File: src/rtl/wasm_mem_port.sv
// Load/store unit: turns byte-addressed 1/2/4-byte core accesses into word commands,
// with read-modify-write for partial stores and bounds/size trapping.
module wasm_mem_port #(
    parameter int unsigned MEM_WORDS = 2048
) (
    input  logic        clk_i,
    input  logic        rst_n_i,
    input  logic        req_valid_i,
    output logic        req_ready_o,
    input  logic        req_write_i,
    input  logic [1:0]  req_size_i,
    input  logic        req_signed_i,
    input  logic [31:0] req_addr_i,
    input  logic [31:0] req_wdata_i,
    output logic        resp_valid_o,
    output logic [31:0] resp_rdata_o,
    output logic        resp_trap_o,
    output logic        mem_cmd_start_o,
    input  logic        mem_cmd_ready_i,
    output logic        mem_cmd_write_o,
    output logic [31:0] mem_addr_o,
    output logic [31:0] mem_wdata_o,
    input  logic [31:0] mem_rdata_i,
    input  logic        mem_rdata_ready_i
);

    localparam logic [32:0] BYTE_LIMIT = 33'(4 * MEM_WORDS);

    typedef enum logic [2:0] {
        S_IDLE, S_CHECK, S_ISSUE, S_SETTLE, S_WAIT, S_RESP
    } state_t;

    state_t      state_q, state_d;
    logic        write_q, write_d;
    logic [1:0]  size_q, size_d;
    logic        signed_q, signed_d;
    logic [31:0] addr_q, addr_d;
    logic [31:0] wdata_q, wdata_d;
    logic [1:0]  step_q, step_d;
    logic [31:0] rd0_q, rd0_d;
    logic        mem_cmd_write_q, mem_cmd_write_d;
    logic [31:0] mem_addr_q, mem_addr_d;
    logic [31:0] mem_wdata_q, mem_wdata_d;
    logic [31:0] resp_rdata_q, resp_rdata_d;
    logic        resp_trap_q, resp_trap_d;

    logic [1:0]  off;
    logic [29:0] w0;
    logic [3:0]  nbytes;
    logic [7:0]  lane_mask0, lane_mask;
    logic        spans, full_wr, trap;
    logic [1:0]  last_step;
    logic [63:0] bit_mask, st_pair;
    logic [32:0] end_addr;

    always_comb begin
        off = addr_q[1:0];
        w0  = addr_q[31:2];
        case (size_q)
            2'd0:    begin nbytes = 4'd1; lane_mask0 = 8'h01; end
            2'd1:    begin nbytes = 4'd2; lane_mask0 = 8'h03; end
            default: begin nbytes = 4'd4; lane_mask0 = 8'h0F; end
        endcase
        spans   = ({2'b00, off} + nbytes) > 4'd4;
        full_wr = write_q && (size_q == 2'd2) && (off == 2'd0);
        if (!write_q)
            last_step = {1'b0, spans};
        else if (full_wr)
            last_step = 2'd0;
        else
            last_step = spans ? 2'd3 : 2'd1;
        lane_mask = lane_mask0 << off;
        for (int i = 0; i < 8; i++)
            bit_mask[8*i +: 8] = {8{lane_mask[i]}};
        st_pair  = {32'h0, wdata_q} << {off, 3'b000};
        end_addr = {1'b0, addr_q} + {29'b0, nbytes};
        trap     = (size_q == 2'd3) || (end_addr > BYTE_LIMIT);
    end

    // Next command; RMW step order is read w0, write w0, read w1, write w1.
    logic [1:0]  cmd_step;
    logic        cmd_hi, cmd_write;
    logic [31:0] cmd_addr, cmd_wdata, merge_lo, merge_hi;

    always_comb begin
        cmd_step  = (state_q == S_CHECK) ? 2'd0 : step_q + 2'd1;
        cmd_hi    = write_q ? cmd_step[1] : cmd_step[0];
        cmd_addr  = {2'b00, w0 + {29'b0, cmd_hi}};
        cmd_write = write_q && (full_wr || cmd_step[0]);
        merge_lo  = (mem_rdata_i & ~bit_mask[31:0])  | (st_pair[31:0]  & bit_mask[31:0]);
        merge_hi  = (mem_rdata_i & ~bit_mask[63:32]) | (st_pair[63:32] & bit_mask[63:32]);
        if (full_wr)
            cmd_wdata = wdata_q;
        else if (cmd_write)
            cmd_wdata = cmd_hi ? merge_hi : merge_lo;
        else
            cmd_wdata = 32'h0;
    end

    logic [63:0] ld_pair;
    logic [31:0] ld_shift, ld_val;

    always_comb begin
        ld_pair  = (step_q == 2'd1) ? {mem_rdata_i, rd0_q} : {32'h0, mem_rdata_i};
        ld_shift = 32'(ld_pair >> {off, 3'b000});
        case (size_q)
            2'd0:    ld_val = {{24{signed_q & ld_shift[7]}},  ld_shift[7:0]};
            2'd1:    ld_val = {{16{signed_q & ld_shift[15]}}, ld_shift[15:0]};
            default: ld_val = ld_shift;
        endcase
    end

    always_comb begin
        state_d         = state_q;
        write_d         = write_q;
        size_d          = size_q;
        signed_d        = signed_q;
        addr_d          = addr_q;
        wdata_d         = wdata_q;
        step_d          = step_q;
        rd0_d           = rd0_q;
        mem_cmd_write_d = mem_cmd_write_q;
        mem_addr_d      = mem_addr_q;
        mem_wdata_d     = mem_wdata_q;
        resp_rdata_d    = resp_rdata_q;
        resp_trap_d     = resp_trap_q;
        case (state_q)
            S_IDLE: begin
                if (req_valid_i) begin
                    write_d  = req_write_i;
                    size_d   = req_size_i;
                    signed_d = req_signed_i;
                    addr_d   = req_addr_i;
                    wdata_d  = req_wdata_i;
                    state_d  = S_CHECK;
                end
            end
            S_CHECK: begin
                if (trap) begin
                    resp_trap_d  = 1'b1;
                    resp_rdata_d = 32'h0;
                    state_d      = S_RESP;
                end else begin
                    step_d          = 2'd0;
                    mem_cmd_write_d = cmd_write;
                    mem_addr_d      = cmd_addr;
                    mem_wdata_d     = cmd_wdata;
                    state_d         = S_ISSUE;
                end
            end
            S_ISSUE: begin
                if (mem_cmd_ready_i)
                    state_d = S_SETTLE;
            end
            S_SETTLE: state_d = S_WAIT;
            S_WAIT: begin
                if (mem_rdata_ready_i) begin
                    if (!write_q && step_q == 2'd0)
                        rd0_d = mem_rdata_i;
                    if (step_q == last_step) begin
                        resp_trap_d  = 1'b0;
                        resp_rdata_d = write_q ? 32'h0 : ld_val;
                        state_d      = S_RESP;
                    end else begin
                        step_d          = step_q + 2'd1;
                        mem_cmd_write_d = cmd_write;
                        mem_addr_d      = cmd_addr;
                        mem_wdata_d     = cmd_wdata;
                        state_d         = S_ISSUE;
                    end
                end
            end
            S_RESP: begin
                resp_rdata_d = 32'h0;
                resp_trap_d  = 1'b0;
                state_d      = S_IDLE;
            end
            default: state_d = S_IDLE;
        endcase
    end

    always_ff @(posedge clk_i or negedge rst_n_i) begin
        if (!rst_n_i) begin
            state_q         <= S_IDLE;
            write_q         <= 1'b0;
            size_q          <= 2'd0;
            signed_q        <= 1'b0;
            addr_q          <= 32'h0;
            wdata_q         <= 32'h0;
            step_q          <= 2'd0;
            rd0_q           <= 32'h0;
            mem_cmd_write_q <= 1'b0;
            mem_addr_q      <= 32'h0;
            mem_wdata_q     <= 32'h0;
            resp_rdata_q    <= 32'h0;
            resp_trap_q     <= 1'b0;
        end else begin
            state_q         <= state_d;
            write_q         <= write_d;
            size_q          <= size_d;
            signed_q        <= signed_d;
            addr_q          <= addr_d;
            wdata_q         <= wdata_d;
            step_q          <= step_d;
            rd0_q           <= rd0_d;
            mem_cmd_write_q <= mem_cmd_write_d;
            mem_addr_q      <= mem_addr_d;
            mem_wdata_q     <= mem_wdata_d;
            resp_rdata_q    <= resp_rdata_d;
            resp_trap_q     <= resp_trap_d;
        end
    end

    assign req_ready_o     = (state_q == S_IDLE);
    assign resp_valid_o    = (state_q == S_RESP);
    assign mem_cmd_start_o = (state_q == S_ISSUE);
    assign mem_cmd_write_o = mem_cmd_write_q;
    assign mem_addr_o      = mem_addr_q;
    assign mem_wdata_o     = mem_wdata_q;
    assign resp_rdata_o    = resp_rdata_q;
    assign resp_trap_o     = resp_trap_q;

endmodule
File: config.mk
export PLATFORM = sky130hd
export DESIGN_NAME = wasm_mem_port
export DESIGN_NICKNAME = d
export VERILOG_FILES = /design/src/rtl/wasm_mem_port.sv
export SDC_FILE = /design/constraint.sdc
export NUM_CORES = 1
export LEC_CHECK = 0
export ABC_CLOCK_PERIOD_IN_PS = 9800
export BUFFER_PORTS_ARGS = -buffer_cell sky130_fd_sc_hd__buf_2
export CELL_PAD_IN_SITES_DETAIL_PLACEMENT = 1
export CELL_PAD_IN_SITES_GLOBAL_PLACEMENT = 2
export CORE_ASPECT_RATIO = 1.4
export CORE_MARGIN = 2
export CORE_UTILIZATION = 39
export CTS_CLUSTER_DIAMETER = 50
export DETAILED_ROUTE_END_ITERATION = 12
export GPL_TIMING_DRIVEN = 0
export PLACE_DENSITY = 0.91
export SETUP_SLACK_MARGIN = 0.3
export SYNTH_ARGS = -nofsm -noshare
export SYNTH_HDL_FRONTEND = slang
export SYNTH_SLANG_ARGS = --single-unit
File: constraint.sdc
create_clock -name clk_i -period 9.8 [get_ports clk_i]
set_clock_uncertainty 0.05 [all_clocks]
set_input_delay 1.47 -clock clk_i [delete_from_list [all_inputs] [get_ports clk_i]]
set_output_delay 1.47 -clock clk_i [all_outputs]
set_load 0.01 [all_outputs]
==> impl_summary.txt <==
----------------------------------------------------
[Outcome]
  Result of the run ... finished, final reports clean

[Global route]
  Total global routing overflow ... 0
  Vias in the first global route ... 10940
  Wire length of the first global-routing pass ... about 64000 um
  Initial antenna violation count ... 4
  Largest net degree at the start of global routing ... 125
  Total global routing track utilization ... 0.2664

[Logic synthesis]
  Mean cell area of the mapped netlist ... 10.06 um2
  Post-Synthesis Cells ... 1170
  Post-Syn Area ... 0.01177 mm2
  Count of synthesis-stage warnings from yosys ... 0
  Async set or reset register ratio after synthesis ... 1.000
  Sequential cell area fraction in the yosys report ... 0.4273
  Synthesized flop and latch total ... 201
  Primary FF master, synth ... dfrtp_1
  Netlist cell types ... 62
  Number of flops mapped to enable cells by yosys ... 0

[CTS]
  TritonCTS Sinks ... 201
  Maximum number of buffers from clock root to sink ... 3
  Clk pin slew, worst setup/hold paths ... 0.06 ns
  Post-cts resize count ... 0
  Cell chosen for the clock root ... clkbuf_16
  Setup bufs post-CTS ... 0
  Clock tree from TritonCTS ... done
  Worst-skew pair later-pin latency ... 0.54 ns
  Number of buffers inserted by hold repair at cts ... 0
  CTS H-Tree Depth ... 1
  Number of buffers created by CTS ... 24

[STA]
  Final Hold Slack ... 0.4254 ns
  Final number of hold-violating endpoints ... 0
  Post-Route Setup TNS ... 0 ns
  Worst max-slew margin expressed relative to the limit ... 0.2773
  Final setup violation count ... 0
  Final critical-path setup slack ... roughly 3.8 ns
  Ratio of final minimum period to clock period ... 0.6160
  Worst Max-Slew Pin Slew ... 1.076 ns
  Setup repair after global routing missed its margin ... no
  Final-report max-slew violation count ... 0
  Minimum period implied by the final worst setup slack ... 6.037 ns
  Peak clock frequency supported by timing ... about 0.17 GHz

[Route]
  Average wire per standard cell ... 23.24 um
  Remaining DRCs ... 0
  Routed vias ... 10290
  Post-DRT Antenna Nets ... 0
  Routed vias/inst ... 5.698
  Drt pass-1 iters ... 5
  Violation count after the first detailed-route iteration ... 442
  Wirelength, routed ... 41970 um

[Power and ir drop]
  Relative contribution of combinational cells to total power ... 0.511
  Leakage power total ... between 6 and 7 nW
  Net Sw Power ... 2.237 mW
  Share of total power in the clock network ... 0.186
  Worst IR Drop VDD ... approximately 150 uV
  Switching part of the total ... 0.4461
  PwrDens ... 353.6 mW/mm2
  Total power draw ... 5.014 mW
  Total internal power ... 2.777 mW
  Relative contribution of sequential cells to total power ... 0.303

[Floorplan]
  Die ar. ... 0.03161 mm2
  Die Span Y ... 209.6 um
  Number of cell rows ... 75
  Core region area ... 0.02984 mm2
  Initial core utilization ... 0.3945
  Top-Level Pins ... 206
  Chip width ... ~150 um

[Cells and area]
  Synth-to-Final Area Change ... 20.46%
  Fill cells ... roughly 3400
  Final non-filler cell area ... 0.01418 mm2
  Layout cell share with drive strength beyond 1 ... 0.2981
  Layout net count ... 1516

[Worst setup path]
  Critical path class ... register to register
  Critical path data arrival time ... 6.39 ns
  Required time at the worst-slack endpoint ... around 10 ns
  Sort of element at the start of the critical path ... register
  Crit end category ... register
  Critical path peak fanout ... 11

[Placed design]
  Final GP Congestion ... between 0.9 and 1
  Half-perimeter wire length of the detailed placement result ... 32620 um
  Count of buffers inserted at the top-level ports ... around 200
  Post-Place Setup Slack ... 3.808 ns
  Placement Cell Area ... about 0.013 mm2

[Worst hold path]
  Type of the most critical hold path ... register to register

[Run]
  Max-cap violations ... 0

----------------------------------------------------
==> per-layer routing <==
| metal | vias to the layer above | track usage | routed length (um) |
|---|---|---|---|
| met5 | - | 0 | 27 |
| met4 | 4 | 0.1328 | 2304 |
| met3 | 113 | 0.03891 | 1960 |
| met2 | 333 | 0.4807 | 21650 |
| met1 | 5107 | 0.3024 | 16020 |
| li1 | 4733 | - | - |
==> layout make-up <==
class                      instances  area, um2  share of cell area
clock buffer                      31      658.1             0.04641
antenna                            2      5.005           0.0003529
tap                              385      481.7             0.03397
buffer                            94      421.7             0.02973
clock inverter                    11      167.7             0.01182
timing repair buffer             206       1086             0.07658
multi-input combinational        865       6290              0.4435
inverter                          11      41.29            0.002912
sequential                       201       5030              0.3547
==> flip-flops by register name (all words and copies together), names as in the netlist <==
name and flops:
resp_rdata_o 32, addr_q 32, wdata_q 32, mem_addr_o 30, write_q 1, rd0_q 32
step_q 2, signed_q 1, resp_trap_o 1, size_q 2, mem_cmd_write_o 1, state_q 3
mem_wdata_o 32
==> worst max-delay path, stage by stage (launching register included) <==
cell and delay [ns]:
dfrtp_1 0.41, clkbuf_1 0.28, clkbuf_1 0.32, nor2_1 0.60
ha_1 0.32, fa_1 0.33, maj3_1 0.39, nand2_1 0.15
or4_1 0.52, o21ai_0 0.32, and4_1 0.26, nand4b_1 0.29
or3_1 0.47, a21oi_4 0.58, buf_6 0.25, mux2_1 0.36
==> path summary, 6_finish.rpt <==
path / start / endpoint / slack (ns) / cells past startpoint
max: size_q[1] / mem_addr_o[28] / 3.76 / 15
min: resp_rdata_o[4] / resp_rdata_o[4] / 0.43 / 2
max reg2reg: size_q[1] / mem_addr_o[28] / 3.76 / 15
min reg2reg: resp_rdata_o[4] / resp_rdata_o[4] / 0.43 / 2
max in group asynchronous: rst_n_i / rd0_q[12] / 7.90 / 3
min in group asynchronous: rst_n_i / mem_addr_o[14] / 0.65 / 1
==> cells by family (layout without fill, tap and decap cells) <==
group / after synthesis / after routing / synth area share
other: 1 / 4 / 0.0003185
muxes: 252 / 252 / 0.2330
xor gates and xnor gates: 39 / 39 / 0.02901
and+or+nand+nor: 335 / 335 / 0.1288
AOI/OAI and AO/OA: 227 / 227 / 0.1315
buffers and inverters: 105 / 353 / 0.03932
adders and majority gates: 10 / 10 / 0.01084
DFF: 201 / 201 / 0.4273
==> power by group through the flow <==
stage	clock [mW]	combinational [mW]	sequential [mW]
3_5_place_dp	0	2.54	1.53
3_3_place_gp	0	2.48	1.51
6_report	0.933	2.56	1.52
2_1_floorplan	0	1.66	1.48
4_1_cts	0.955	2.56	1.52
5_1_grt	0.987	2.79	1.57
==> stage by stage <==
step / utilization / std cells
2_1_floorplan: - / 1171
4_1_cts: 0.4749 / 1803
3_5_place_dp: 0.4472 / 1761
6_report: 0.4752 / 1806
3_3_place_gp: 0.4448 / 1759
5_1_grt: 0.4751 / 1804
==> cell usage after synthesis, drive strengths merged, types with 3 or more instances <==
| master | n | area (um2) |
|---|---|---|
| or3 | 8 | 50.05 |
| nand3b | 3 | 22.52 |
| and3 | 9 | 56.30 |
| dfrtp | 201 | 5030 |
| o31ai | 18 | 135.1 |
| nand2 | 149 | 559.3 |
| a211oi | 12 | 90.09 |
| nand2b | 6 | 37.54 |
| a21oi | 35 | 186.4 |
| nor4 | 8 | 56.30 |
| a31oi | 24 | 150.1 |
| o211ai | 3 | 22.52 |
| nor2 | 86 | 322.8 |
| xor2 | 17 | 148.9 |
| and4 | 5 | 43.79 |
| buf | 29 | 175.2 |
| a21o | 5 | 37.54 |
| nand3 | 14 | 70.07 |
| mux2 | 176 | 1982 |
| o221a | 8 | 90.09 |
| a311oi | 3 | 26.28 |
| a221o | 10 | 100.1 |
| ha | 7 | 87.58 |
| nand4 | 21 | 137.6 |
| mux2i | 76 | 760.7 |
| and2 | 5 | 31.28 |
| inv | 10 | 37.54 |
| nor3 | 12 | 60.06 |
| xnor2 | 22 | 192.7 |
| a22o | 7 | 61.31 |
| o21ai | 64 | 320.3 |
| o221ai | 17 | 148.9 |
| clkbuf | 65 | 246.5 |
| a221oi | 9 | 78.83 |
==> cells in the final DEF (no fill, tap or decap), types with 5 or more instances in the layout <==
| cell | netlist | routed |
|---|---|---|
| buf_2 | 8 | 210 |
| nor3_1 | 12 | 12 |
| and3_1 | 9 | 9 |
| mux2_2 | 146 | 146 |
| nor2_1 | 86 | 86 |
| nand4_1 | 20 | 20 |
| buf_1 | 12 | 12 |
| nand2b_1 | 6 | 6 |
| mux2_1 | 30 | 30 |
| a31oi_1 | 24 | 24 |
| o221a_2 | 8 | 8 |
| o21ai_0 | 64 | 64 |
| clkbuf_1 | 63 | 68 |
| a22o_1 | 7 | 7 |
| dfrtp_1 | 201 | 201 |
| o31ai_1 | 18 | 18 |
| inv_1 | 10 | 10 |
| o221ai_1 | 17 | 17 |
| or3_1 | 8 | 8 |
| a221oi_1 | 9 | 9 |
| xor2_1 | 17 | 17 |
| nand2_1 | 149 | 149 |
| clkbuf_16 | 0 | 25 |
| a221o_1 | 10 | 10 |
| xnor2_1 | 22 | 22 |
| a21oi_1 | 34 | 34 |
| nor4_1 | 7 | 6 |
| a21o_1 | 5 | 5 |
| and4_1 | 5 | 5 |
| buf_6 | 6 | 6 |
| ha_1 | 7 | 7 |
| mux2i_1 | 76 | 76 |
| nand3_1 | 14 | 14 |
| and2_1 | 5 | 5 |
| a211oi_1 | 12 | 12 |
Power figures use the tool's default switching activity.
